File: config.mk
export PLATFORM = sky130hd
export DESIGN_NAME = dfc_rx_buffer
export DESIGN_NICKNAME = d
export VERILOG_FILES = /design/src/rtl/dfc_rx_buffer_pkg.sv /design/src/rtl/dfc_rx_buffer_mem.sv /design/src/rtl/dfc_rx_buffer.sv
export SDC_FILE = /design/constraint.sdc
export NUM_CORES = 1
export LEC_CHECK = 0
export BUFFER_PORTS_ARGS = -buffer_cell sky130_fd_sc_hd__clkbuf_2
export CAP_MARGIN = 25
export CORE_AREA = 2 2 108 110
export CTS_CLUSTER_SIZE = 30
export DETAILED_ROUTE_END_ITERATION = 10
export DIE_AREA = 0 0 110 112
export PLACE_DENSITY = 0.71
export SKIP_CTS_REPAIR_TIMING = 1
export SLEW_MARGIN = 20
export SYNTH_ARGS = -nofsm -noshare
export SYNTH_HDL_FRONTEND = slang
export SYNTH_SLANG_ARGS = --single-unit
File: constraint.sdc
create_clock -name clk -period 6.15 [get_ports clk]
set_input_delay 1.23 -clock clk [delete_from_list [all_inputs] [get_ports clk]]
set_output_delay 1.23 -clock clk [all_outputs]
set_load 0.02 [all_outputs]
File: src/rtl/dfc_rx_buffer_pkg.sv
// Shared definitions for the DFC link (receiver and sender).
//   DFC_GO / DFC_STOP : encoding of the flow-control wire (c_drdy)
//   clog2()           : ceiling log2 for sizing pointers and counters
package dfc_rx_buffer_pkg;

    localparam logic DFC_GO   = 1'b1;
    localparam logic DFC_STOP = 1'b0;

    // Smallest r with 2**r >= v; returns 0 for v <= 1.
    function automatic int clog2(input int v);
        int r;
        r = 0;
        for (int i = 0; i < 32; i++) begin
            if ((1 << r) < v) r = r + 1;
        end
        return r;
    endfunction

endpackage

File: src/rtl/dfc_rx_buffer_mem.sv
// Storage array for the DFC receive buffer.
//   clk     : clock
//   wr_en   : write strobe
//   wr_addr : write index
//   wr_data : write data
//   rd_addr : read index (asynchronous read)
//   rd_data : data at rd_addr
module dfc_rx_buffer_mem #(
    parameter int width = 8,
    parameter int depth = 16,
    parameter int aw    = 4
) (
    input  logic             clk,
    input  logic             wr_en,
    input  logic [aw-1:0]    wr_addr,
    input  logic [width-1:0] wr_data,
    input  logic [aw-1:0]    rd_addr,
    output logic [width-1:0] rd_data
);

    // Data storage is deliberately not reset; validity is tracked by the count.
    logic [width-1:0] mem [depth];

    always_ff @(posedge clk) begin
        if (wr_en) mem[wr_addr] <= wr_data;
    end

    assign rd_data = mem[rd_addr];

endmodule

File: src/rtl/dfc_rx_buffer.sv
// Receive end of a delayed-flow-control link. Beats arriving on c_srdy are
// pushed unconditionally into a skid FIFO and re-presented on an srdy/drdy
// producer interface. c_drdy is a registered "keep sending" indication that
// drops early enough to absorb `delay` in-flight beats.
//   clk, reset        : clock, synchronous active-high reset
//   c_srdy, c_data    : incoming beat (no backpressure on the beat itself)
//   c_drdy            : registered flow control back to the sender
//   p_srdy, p_drdy    : head-entry valid / downstream accept
//   p_data            : head-entry data
//   usage             : current occupancy
//   overflow          : sticky, set when a beat was dropped on a full FIFO
module dfc_rx_buffer
    import dfc_rx_buffer_pkg::*;
#(
    parameter int width = 8,
    parameter int depth = 16,
    parameter int delay = 2
) (
    input  logic                        clk,
    input  logic                        reset,
    input  logic                        c_srdy,
    input  logic [width-1:0]            c_data,
    output logic                        c_drdy,
    output logic                        p_srdy,
    input  logic                        p_drdy,
    output logic [width-1:0]            p_data,
    output logic [clog2(depth+1)-1:0]   usage,
    output logic                        overflow
);

    localparam int CW = clog2(depth + 1);
    localparam int PW = clog2(depth);
    localparam logic [CW-1:0] DEPTH_C    = CW'(depth);
    localparam logic [CW-1:0] DELAY_C    = CW'(delay);
    localparam logic [PW-1:0] LAST_PTR_C = PW'(depth - 1);

    if (depth < delay + 2) begin : g_bad_depth
        $error("dfc_rx_buffer: depth must be >= delay+2");
    end

    logic [PW-1:0] rd_ptr_q, rd_ptr_d;
    logic [PW-1:0] wr_ptr_q, wr_ptr_d;
    logic [CW-1:0] count_q, count_d;
    logic          overflow_q, overflow_d;
    logic          c_drdy_q, c_drdy_d;
    logic          pop;
    logic          push_ok;

    // depth need not be a power of two, so wrap is an explicit compare.
    function automatic logic [PW-1:0] ptr_inc(input logic [PW-1:0] p);
        return (p == LAST_PTR_C) ? '0 : p + PW'(1);
    endfunction

    assign p_srdy = (count_q != '0);

    always_comb begin
        pop     = p_srdy & p_drdy;
        // A full FIFO still accepts a beat when the head leaves in the same cycle.
        push_ok = c_srdy & ((count_q < DEPTH_C) | pop);

        count_d    = count_q + CW'(push_ok) - CW'(pop);
        wr_ptr_d   = push_ok ? ptr_inc(wr_ptr_q) : wr_ptr_q;
        rd_ptr_d   = pop     ? ptr_inc(rd_ptr_q) : rd_ptr_q;
        overflow_d = overflow_q | (c_srdy & ~push_ok);

        // Decided on next-state occupancy: with more than `delay` free slots,
        // the beats already in flight when the sender sees STOP always fit.
        c_drdy_d = ((DEPTH_C - count_d) > DELAY_C) ? DFC_GO : DFC_STOP;
    end

    always_ff @(posedge clk) begin
        if (reset) begin
            rd_ptr_q   <= '0;
            wr_ptr_q   <= '0;
            count_q    <= '0;
            overflow_q <= 1'b0;
            c_drdy_q   <= DFC_STOP;
        end else begin
            rd_ptr_q   <= rd_ptr_d;
            wr_ptr_q   <= wr_ptr_d;
            count_q    <= count_d;
            overflow_q <= overflow_d;
            c_drdy_q   <= c_drdy_d;
        end
    end

    dfc_rx_buffer_mem #(
        .width (width),
        .depth (depth),
        .aw    (PW)
    ) u_mem (
        .clk     (clk),
        .wr_en   (push_ok),
        .wr_addr (wr_ptr_q),
        .wr_data (c_data),
        .rd_addr (rd_ptr_q),
        .rd_data (p_data)
    );

    assign usage    = count_q;
    assign overflow = overflow_q;
    assign c_drdy   = c_drdy_q;

endmodule

==> Word-level counts from Yosys, hierarchy flattened <==
Memory sizes are Yosys's and may differ from the RTL's. A register that Yosys moved wholly into a read port is not among the register bits.
Index checks and enable logic that the tools add are counted.
{ "classes": {"add_sub_neg": 5, "n_lt_le_gt_ge": 2, "n_eq_ne": 2, "mux": 7, "bitwise": 6, "n_reduce_logical": 1} }
{ "ops": {"columns": ["op", "n"], "rows": [
  ["$mux W4", 4],
  ["$add A4 B1 Y4 const B", 2],
  ["$eq A4 B4 Y1 const B", 2],
  ["$add A5 B1 Y5", 1],
  ["$gt A5 B2 Y1 const B", 1],
  ["$lt A5 B5 Y1 const B", 1],
  ["$reduce_bool A5 Y1", 1],
  ["$sub A5 B1 Y5", 1],
  ["$sub A5 B5 Y5 const A", 1],
  ["$and A1 B1 Y1", 3],
  ["$mux W1", 3],
  ["$or A1 B1 Y1", 2],
  ["$not A1 Y1", 1]
]} }
{ "word_totals": {"reg_bits": 15, "mem_bits_rw": 128, "in_bits": 12, "output_inout_bits": 16, "word_cells": 29, "n_memories": 1} }
{ "mem_list": {"columns": ["memory", "depth", "width", "rd", "rd_clocked_by_memory_dff", "write_ports", "line", "source"], "rows": [
  ["u_mem.mem", 16, 8, 1, 1, 1, "dfc_rx_buffer_mem.sv:22", "logic [width-1:0] mem [depth];"]
]} }

==> Longest topological paths before layout <==
Gate-level depths: netlist of run 1.
{ "logic_depth": {"word_depth": 9, "ltp_mapped": 15, "ltp_nobuf": 15} }

==> By module <==
Synthesis of run 1 repeated with hierarchy kept, for this count alone.
{ "unflattened": {"hier_cells": 314, "hier_area_um2": 5839.4} }
{ "by_module_without_submodules": {"columns": ["module", "instances", "cells_per_inst", "area_each_um2", "seq_area_each_um2"], "rows": [
  ["dfc_rx_buffer_mem", 1, 221, 4987.3, 3843.7],
  ["dfc_rx_buffer", 1, 93, 852.1, 300.3]
]} }

==> Least setup slack after synthesis of run 1 <==
OpenSTA, ideal clock, no wires.
{ "synth_timing": {"path_kind": "input to register", "startpoint": "in p_drdy", "endpoint": "reg c_drdy_q (netlist: c_drdy)", "setup_ps": 87, "t_arrival_ps": 3345, "required_ps": 6063, "setup_slack_ps": 2718, "path_stages": 12, "path_buffers": 0, "path_cell_list": "nand2b_1 nand2_1 ha_1 inv_1 ha_1 inv_1 fa_1 ha_1 nand3_1 o21ai_0 a311o_1 o31ai_1"} }
{ "synth_between": {"elab_chain_len": 8} }
{ "synth_rtl": {"columns": ["item", "line", "source"], "rows": [
  ["start: declaration", "dfc_rx_buffer.sv:25", "input logic p_drdy,"],
  ["$and A1 B1 Y1 *", "dfc_rx_buffer.sv:57", "pop = p_srdy & p_drdy;"],
  ["$or A1 B1 Y1", "dfc_rx_buffer.sv:59", "push_ok = c_srdy & ((count_q < DEPTH_C) | pop);"],
  ["$and A1 B1 Y1", "dfc_rx_buffer.sv:59", null],
  ["$add A5 B1 Y5", "dfc_rx_buffer.sv:61", "count_d = count_q + CW'(push_ok) - CW'(pop);"],
  ["$sub A5 B1 Y5 *", "dfc_rx_buffer.sv:61", null],
  ["$sub A5 B5 Y5 *", "dfc_rx_buffer.sv:68", "c_drdy_d = ((DEPTH_C - count_d) > DELAY_C) ? DFC_GO : DFC_STOP;"],
  ["$gt A5 B2 Y1 *", "dfc_rx_buffer.sv:68", null],
  ["$mux W1 *", "dfc_rx_buffer.sv:68", null],
  ["end signal: assignment", "dfc_rx_buffer.sv:83", "c_drdy_q <= c_drdy_d;"],
  ["end: declaration", "dfc_rx_buffer.sv:45", "logic c_drdy_q, c_drdy_d;"]
]} }
Every way passes the cells marked *; elsewhere a longest branch is shown, timed or not.
A chain may end at the register's enable or synchronous reset.

==> results of run 1 <==
worst min-delay path: cells and delay by family, from the launching register on:
kind               cells  cell delay (ns)
AOI/OAI and AO/OA      1             0.05
DFF                    1             0.36
and+or+nand+nor        1             0.07
area by class of cell:
| type | count | share of cell area, % |
|---|---|---|
| Clock inverter | 13 | 2.640 |
| Tap cell | 143 | 2.568 |
| Inverter | 17 | 0.9159 |
| Multi-Input combinational cell | 130 | 23.80 |
| Sequential cell | 147 | 60.67 |
| Clock buffer | 19 | 6.214 |
| Timing Repair Buffer | 36 | 3.197 |
per-layer routing:
layer	track usage (%)	vias up	wire (um)
li1	-	1341	-
met1	28.80	1554	4902
met2	32.11	108	5840
met3	6.265	7	701
met4	7.511	0	130
met5	0	-	0
where the power goes:
| part | switching (mW) | internal (mW) | leakage (nW) | total (mW) |
|---|---|---|---|---|
| clock | 0.382 | 0.678 | 0.291 | 1.06 |
| sequential | 0.0594 | 1.13 | 1.31 | 1.19 |
| combinational | 0.294 | 0.259 | 0.757 | 0.553 |
through the flow:
stage	setup WS [ns]	utilization [%]	total power, mW	instance area (um2)
6_report	2.327	62.34	2.801	6967
5_1_grt	2.246	62.34	2.937	6967
4_1_cts	2.044	62.03	2.815	6932
3_5_place_dp	2.165	56.51	1.752	6315
3_3_place_gp	2.310	56.31	1.735	6292
2_1_floorplan	2.718	-	1.618	5981
registers in the layout, summed over array words and instances (netlist names), named ones only:
register	flops
overflow	1
u_mem.mem	128
usage	5
wr_ptr_q	4
rd_ptr_q	4
c_drdy	1
synth_stat cells (all sizes together):
cell / n
or3: 1
nor3b: 1
edfxtp: 128
nand4: 1
nand3: 4
nor2b: 1
nand2: 9
dfxtp: 19
xor2: 3
buf: 8
nor4: 4
o21ai: 3
xnor2: 3
fa: 1
clkbuf: 5
o31ai: 1
a31oi: 1
nand2b: 4
inv: 17
or4: 1
and2: 4
a311o: 1
a21oi: 10
or4b: 1
nor4b: 1
a21o: 1
a311oi: 2
nor3: 4
mux4: 40
nor2: 15
ha: 13
worst min-delay path by stage:
stage | startpoint | endpoint | depth (start not counted)
after global routing | rd_ptr_q[3] | rd_ptr_q[3] | 2
after floorplan | rd_ptr_q[3] | register | 2
after detailed placement | overflow | overflow | 2
after CTS | rd_ptr_q[1] | register | 2
after global placement | rd_ptr_q[1] | register | 2
final | overflow | overflow | 2
kinds of logic after synthesis:
| kind of cell | count (synthesis) |
|---|---|
| flops | 147 |
| compound gates | 19 |
| mux | 40 |
| xor+xnor | 6 |
| simple gates | 51 |
| buf+inv | 30 |
| fa+ha+maj | 14 |
==> impl_metrics.csv, run 1 <==
group,metric,value,unit
power,vdd_drop_max,0.4208,mV
floorplanning,die_h,112,um
finish,layout_common_cells,"128 x edfxtp_1, 27 x clkbuf_2, 24 x mux4_1",
grt,grt_pass1_vias,3076,
worst_setup_path,startpoint_type,"register",
worst_setup_path,worstPathMaxFanout,19,
power,power_density,402.0,nW/um2
sta,max_clock_freq,261.6,MHz
placed_design,dp_hpwl,6851,um
floorplanning,start_util,53.52,%
finish,final_nets,375,
clocking,numCtsBuffers,17,
routing,dr.pass1.iters,4,
finish,multi_input_area,1658,um2
sta,rsz0062_at_grt,"no",
routing,first_iter_violations,313,
yosys,synthSimpleGateAreaFrac,4.310,%
yosys,ys_types,37,
routing,vias,3010,
floorplanning,core-area,11170,um2
placed_design,dp.cells,470,
sta,fin_crit_sh,62.16,%
job,cap_violations,0,
finish,layout_commonest_cell,"edfxtp_1",
power,p_leak,2.360,nW
worst_setup_path,cp_top_family,"multiplexers",
finish,drive_above_1_share,24.31,%
grt,overflow,0,
clocking,clk_pin_slew,0.06,ns
sta,finalSetupViolations,0,
finish,n_fill_cell,767,
placed_design,place.gp.congestion,0.7659,
routing,wire_per_inst,22.92,um
sta,hold_violations,0,
yosys,synth_mux_area_share,16.57,%
yosys,synth_fa_ha_area_share,3.054,%
worst_setup_path,r2r-end,"c_drdy",
yosys,synthTopCellsByArea,"edfxtp_1 64%, mux4_1 11%, dfxtp_1 6.4%",
yosys,synth_top_area_share,64.27,%
worst_setup_path,cp.required,4.92,ns
grt,grt_pass1_wl,17800,um
sta,fin_setup_tns,0,ns
finish,area_delta_synth_final,16.49,%
sta,maxSlewHeadroom,40.41,%
grt,grt_max_degree,33,
worst_setup_path,worst-path-buf-inv,2,
worst_setup_path,critPathKind,"reg2out",
yosys,synth_compound_area_share,1.904,%
yosys,syn_nets,333,
worst_setup_path,cp.depth,4,
worst_setup_path,crit_end,"p_data[7]",
floorplanning,placementRows,39,
yosys,synth_cells,307,
floorplanning,die_area,12320,um2
status,status,"finished clean",
yosys,yosysSeqAreaShare,70.63,%
sta,timing.final.max_slew_violations,0,
sta,tightest_slew,0.8872,ns
worst_setup_path,r2r_cells,15,
worst_setup_path,cp-end-kind,"output pin",
yosys,yosys_warnings,0,
clocking,cts_buffer_depth,2,
routing,drcViolationCount,0,
worst_setup_path,r2r-start,"usage[2]",
floorplanning,ios,28,
clocking,tritoncts,"built",
routing,ant_nets,0,
worst_setup_path,crit_arrival,2.59,ns
worst_setup_path,cpMaxStageDelayCell,"dfxtp_2",
yosys,yosys.area.top_type,"edfxtp_1",
yosys,syn_area_per_cell,19.48,um2
clocking,htreeDepth,4,
floorplanning,die_w,110,um
routing,detail_route.vias_per_cell,5.960,
finish,final-seq-area,4227,um2
clocking,cts-root-buf,"clkbuf_16",
sta,post-route-min-period,3.823,ns
yosys,syn-cell-area,5981,um2
sta,finalClockSkew,0.009974,ns
yosys,synth_top_family_by_area,"multiplexers",
worst_hold_path,hold_path.class,"reg2reg",
worst_setup_path,r2r_slack,2.88,ns
clocking,cts_sinks,147,
routing,routed_wl,11570,um
grt,antenna_found_initial,0,
finish,n_antenna_cell,0,
clocking,clock_latency,0.41,ns
grt,track_usage,20.98,%
sta,hold_slack,0.5105,ns
worst_setup_path,crit_path_cell_trace,"buf_12 -> mux4_1 -> mux4_2 -> clkbuf_2",
finish,final_cells,505,
placed_design,port_buffers,27,
yosys,synth-xor-area-share,0.8787,%
yosys,synth-seq-cells,147,
worst_setup_path,cpPeakStageDelay,0.63,ns
No activity file was read; power rests on OpenSTA's default activity.
==> inputs of run 2 (changes only) <==
- PLACE_DENSITY: 0.71 -> 0.74
- clock period: 6.15 -> 3.2 ns (I/O delays scaled with it)
==> impl_metrics.csv, run 2 (synthesized netlist as in run 1, its figures left out) <==
group,metric,value,unit
status,status,"finished clean",
finish,layout_commonest_cell,"edfxtp_1",
power,p_leak,2.445,nW
worst_setup_path,startpoint_type,"register",
power,power_density,784.4,nW/um2
grt,track_usage,20.19,%
routing,drcViolationCount,0,
finish,drive_above_1_share,31.75,%
finish,layout_common_cells,"128 x edfxtp_1, 27 x clkbuf_2, 24 x mux4_1, 24 x buf_4, 17 x clkbuf_16",
floorplanning,ios,28,
floorplanning,core-area,11170,um2
finish,regMostFlops,"u_mem.mem",
power,power_frac_comb,23.1,%
sta,timing.final.max_slew_violations,0,
power,vdd_drop_max,0.6957,mV
finish,n_fill_cell,729,
clocking,htreeDepth,4,
grt,grt_pass1_vias,3016,
clocking,cts-root-buf,"clkbuf_16",
power,internal-power,4.083,mW
sta,max_clock_freq,329.2,MHz
power,pwr-share-seq,39.8,%
placed_design,place.gp.congestion,0.8337,
sta,finalClockSkew,0.01108,ns
floorplanning,die_area,12320,um2
finish,finalInstanceArea,7106,um2
worst_hold_path,hold_path.class,"reg2reg",
power,switching_share,26.74,%
worst_setup_path,r2r_cells,14,
job,cap_violations,0,
routing,ant_nets,0,
clocking,tritoncts,"built",
placed_design,dp_slack,-0.01599,ns
grt,antenna_found_initial,0,
finish,final_nets,391,
power,switchingPower,1.490,mW
floorplanning,die_w,110,um
placed_design,dpl_cell_area,6392,um2
worst_hold_path,whs_path_depth,2,
worst_setup_path,worstPathMaxFanout,4,
sta,fin_ws,0.1620,ns
routing,vias,2999,
power,p_clk_share,37.1,%
placed_design,dp_hpwl,6993,um
worst_setup_path,cp-end-kind,"register",
clocking,clk_pin_slew,0.06,ns
routing,wire_per_inst,21.91,um
finish,n_antenna_cell,0,
finish,area_delta_synth_final,18.81,%
clocking,cts_sinks,147,
clocking,cts_buffer_depth,2,
sta,finalSetupViolations,0,
sta,post-route-min-period,3.038,ns
floorplanning,die_h,112,um
sta,tightest_slew,0.6673,ns
worst_setup_path,cp.required,3.52,ns
finish,largest_reg_flops,128,
grt,grt_pass1_wl,17390,um
floorplanning,start_util,53.52,%
placed_design,port_buffers,27,
sta,rsz0062_at_grt,"no",
sta,fin_crit_sh,94.94,%
sta,hold_violations,0,
worst_setup_path,critPathKind,"reg2reg",
grt,grt_max_degree,33,
grt,overflow,0,
routing,detail_route.vias_per_cell,5.756,
clocking,numCtsBuffers,17,
floorplanning,placementRows,39,
routing,routed_wl,11410,um
sta,maxSlewHeadroom,55.45,%
clocking,clock_latency,0.41,ns
worst_setup_path,crit_arrival,3.36,ns
routing,dr.pass1.iters,7,
routing,first_iter_violations,215,
run 2: final cells by class:
class,instances,area (um2),area share [%]
Sequential cell,147,4228,59.50
Multi-Input combinational cell,130,1670,23.51
Clock buffer,17,425.4,5.987
Timing Repair Buffer,52,335.3,4.719
Clock inverter,15,203.9,2.870
Tap cell,143,178.9,2.518
Inverter,17,63.81,0.8980
run 2: power groups by stage:
stage | registers [mW] | logic, mW | clock network (mW)
final | 2.22 | 1.29 | 2.07
after floorplan | 2.29 | 0.828 | 0
after CTS | 2.22 | 1.17 | 2.09
after global routing | 2.23 | 1.40 | 2.18
after global placement | 2.25 | 1.11 | 0
after detailed placement | 2.26 | 1.15 | 0
run 2: final timing paths:
path                               start  endpoint  slack (ns)
worst max-delay path            usage[3]    c_drdy        0.16
worst min-delay path            overflow  overflow        0.48
worst max register to register  usage[3]    c_drdy        0.16
worst min register to register  overflow  overflow        0.48
run 2: per-layer routing:
metal	up-vias	track usage (%)	routed length, um
met4	0	7.342	202
met5	-	0	0
met2	85	31.17	5718
met1	1537	28.59	4902
met3	13	4.391	590
li1	1364	-	-
run 2: critical path: stages, from the launching register on:
cell and delay (ns):
dfxtp_2 0.33, inv_2 0.05, ha_2 0.14, or4b_4 0.48
nand2_4 0.08, inv_2 0.05, ha_4 0.25, inv_1 0.03
ha_2 0.17, inv_2 0.06, fa_2 0.47, ha_1 0.35
nand2b_4 0.06, nor4b_2 0.16, o31ai_1 0.26
run 2: per-stage QoR:
stage / TNS [ns] / cells / hold slack (ns) / utilization (%) / power [mW]
finish: 0 / 521 / 0.4807 / 63.59 / 5.574
global route: 0 / 521 / 0.5195 / 63.59 / 5.804
CTS: -0.01798 / 516 / 0.4913 / 62.84 / 5.480
detailed placement: -0.01599 / 484 / 0.4764 / 57.21 / 3.409
global placement: 0 / 484 / 0.4488 / 57.21 / 3.360
floorplan: 0 / 307 / 0.4775 / - / 3.118
==> inputs of run 3 (changes only) <==
- CORE_AREA: 2 2 108 110 -> 2 2 128 93
- DIE_AREA: 0 0 110 112 -> 0 0 130 95
==> impl_metrics.csv, run 3 (synthesized netlist as in run 1, its figures left out) <==
group,metric,value,unit
status,status,"finished clean",
placed_design,dp_hpwl,7128,um
finish,final_cells,530,
routing,dr.pass1.iters,4,
power,power_density,777.7,nW/um2
finish,drive_above_1_share,30.29,%
finish,layout_common_cells,"128 x edfxtp_1, 27 x clkbuf_2, 24 x mux4_1",
worst_setup_path,startpoint_type,"register",
grt,track_usage,20.84,%
sta,hold_violations,0,
clocking,htreeDepth,4,
finish,final-seq-area,4228,um2
finish,finalInstanceArea,7064,um2
floorplanning,ios,28,
clocking,cts_buffer_depth,2,
worst_setup_path,critPathKind,"reg2out",
sta,rsz0062_at_grt,"no",
worst_setup_path,cp-end-kind,"output pin",
floorplanning,core-area,11270,um2
sta,max_clock_freq,330.2,MHz
routing,wire_per_inst,21.82,um
sta,tightest_slew,0.7355,ns
clocking,clock_latency,0.41,ns
placed_design,place.gp.congestion,0.8616,
worst_hold_path,hold_path.class,"reg2reg",
worst_setup_path,cpPeakStageDelay,0.68,ns
routing,first_iter_violations,298,
placed_design,dp.cells,494,
grt,antenna_found_initial,0,
floorplanning,die_area,12350,um2
sta,finalClockSkew,0.008932,ns
finish,n_fill_cell,780,
grt,grt_pass1_wl,17820,um
routing,detail_route.vias_per_cell,5.642,
routing,vias,2990,
finish,final_nets,386,
clocking,cts-root-buf,"clkbuf_16",
routing,drcViolationCount,0,
grt,grt_max_degree,33,
finish,layout_commonest_cell,"edfxtp_1",
clocking,clk_pin_slew,0.06,ns
grt,overflow,0,
finish,largest_reg_flops,128,
worst_setup_path,crit_arrival,2.39,ns
worst_setup_path,worstPathMaxFanout,32,
floorplanning,placementRows,33,
finish,multi_input_area,1668,um2
grt,grt_pass1_vias,3086,
floorplanning,start_util,53.06,%
sta,timing.final.max_slew_violations,0,
sta,fin_crit_sh,94.64,%
power,p_leak,2.426,nW
sta,finalSetupViolations,0,
job,cap_violations,0,
clocking,numCtsBuffers,17,
routing,ant_nets,0,
placed_design,port_buffers,27,
floorplanning,die_w,130,um
sta,post-route-min-period,3.028,ns
floorplanning,die_h,95,um
worst_setup_path,cpMaxStageDelayCell,"mux4_1",
sta,maxSlewHeadroom,50.59,%
power,vdd_drop_max,0.4293,mV
sta,fin_setup_tns,0,ns
finish,area_delta_synth_final,18.12,%
finish,n_antenna_cell,0,
placed_design,dpl_cell_area,6380,um2
routing,routed_wl,11570,um
clocking,cts_sinks,147,
worst_setup_path,cp.required,2.56,ns
clocking,tritoncts,"built",
finish,regMostFlops,"u_mem.mem",
worst_setup_path,crit_path_cell_trace,"buf_12 -> mux4_1 -> mux4_2 -> clkbuf_2",
## run 3: changes by cell type in the layout (fill, tap and decap cells not counted)
cell / previous run / this run
buf_4: 24 / 19
bufinv_16: 4 / 1
clkbuf_1: 0 / 2
clkbuf_16: 17 / 20
clkbuf_8: 0 / 1
clkinv_1: 1 / 0
clkinvlp_4: 3 / 0
ha_1: 9 / 10
ha_2: 3 / 2
inv_2: 5 / 4
inv_4: 0 / 5
inv_6: 4 / 1
## run 3: worst max-delay path, delay by kind of cell, from the launching register on
kind | cells | cell delay (ns)
buffers and inverters | 2 | 0.41
muxes | 2 | 1.20
DFF | 1 | 0.34
## run 3: path summary, 6_finish.rpt
kind                            startpoint  cells after the start  slack, ns         to
worst max-delay path              register                      4       0.17  p_data[5]
worst min-delay path              overflow                      2       0.47   overflow
worst max register to register    usage[3]                     14       0.20     c_drdy
worst min register to register    overflow                      2       0.47   overflow
## run 3: area by class of cell
cell class                      instances  share of cell area, %
Clock buffer                           23                  7.386
Clock inverter                          9                  1.222
Inverter                               17                 0.9387
Multi-Input combinational cell        130                  23.61
Sequential cell                       147                  59.85
Tap cell                              157                  2.781
Timing Repair Buffer                   47                  4.215
## run 3: through the flow
| stage | total power, mW | utilization, % | setup slack (ns) | hold WS (ns) |
|---|---|---|---|---|
| after global placement | 3.383 | 56.60 | 0.1278 | 0.4453 |
| after floorplan | 3.118 | - | 0.08622 | 0.4775 |
| after global routing | 5.730 | 62.67 | 0.03688 | 0.5604 |
| final | 5.494 | 62.67 | 0.1715 | 0.4744 |
| after detailed placement | 3.422 | 56.60 | 0.03404 | 0.4662 |
| after CTS | 5.414 | 61.99 | 0.008750 | 0.4778 |
## run 3: power breakdown
group | leakage (nW) | switching, mW | internal (mW) | total [mW]
clock | 0.305 | 0.750 | 1.24 | 1.99
combinational | 0.809 | 0.694 | 0.593 | 1.29
sequential | 1.31 | 0.0513 | 2.17 | 2.22
## run 3: routing by layer
metal,GRT usage (%),up-vias,part of all wire [%]
met1,29.95,1530,44
met4,7.706,0,1.4
met2,31.46,96,49
met3,4.986,12,6.3
met5,0,-,0
li1,-,1352,-
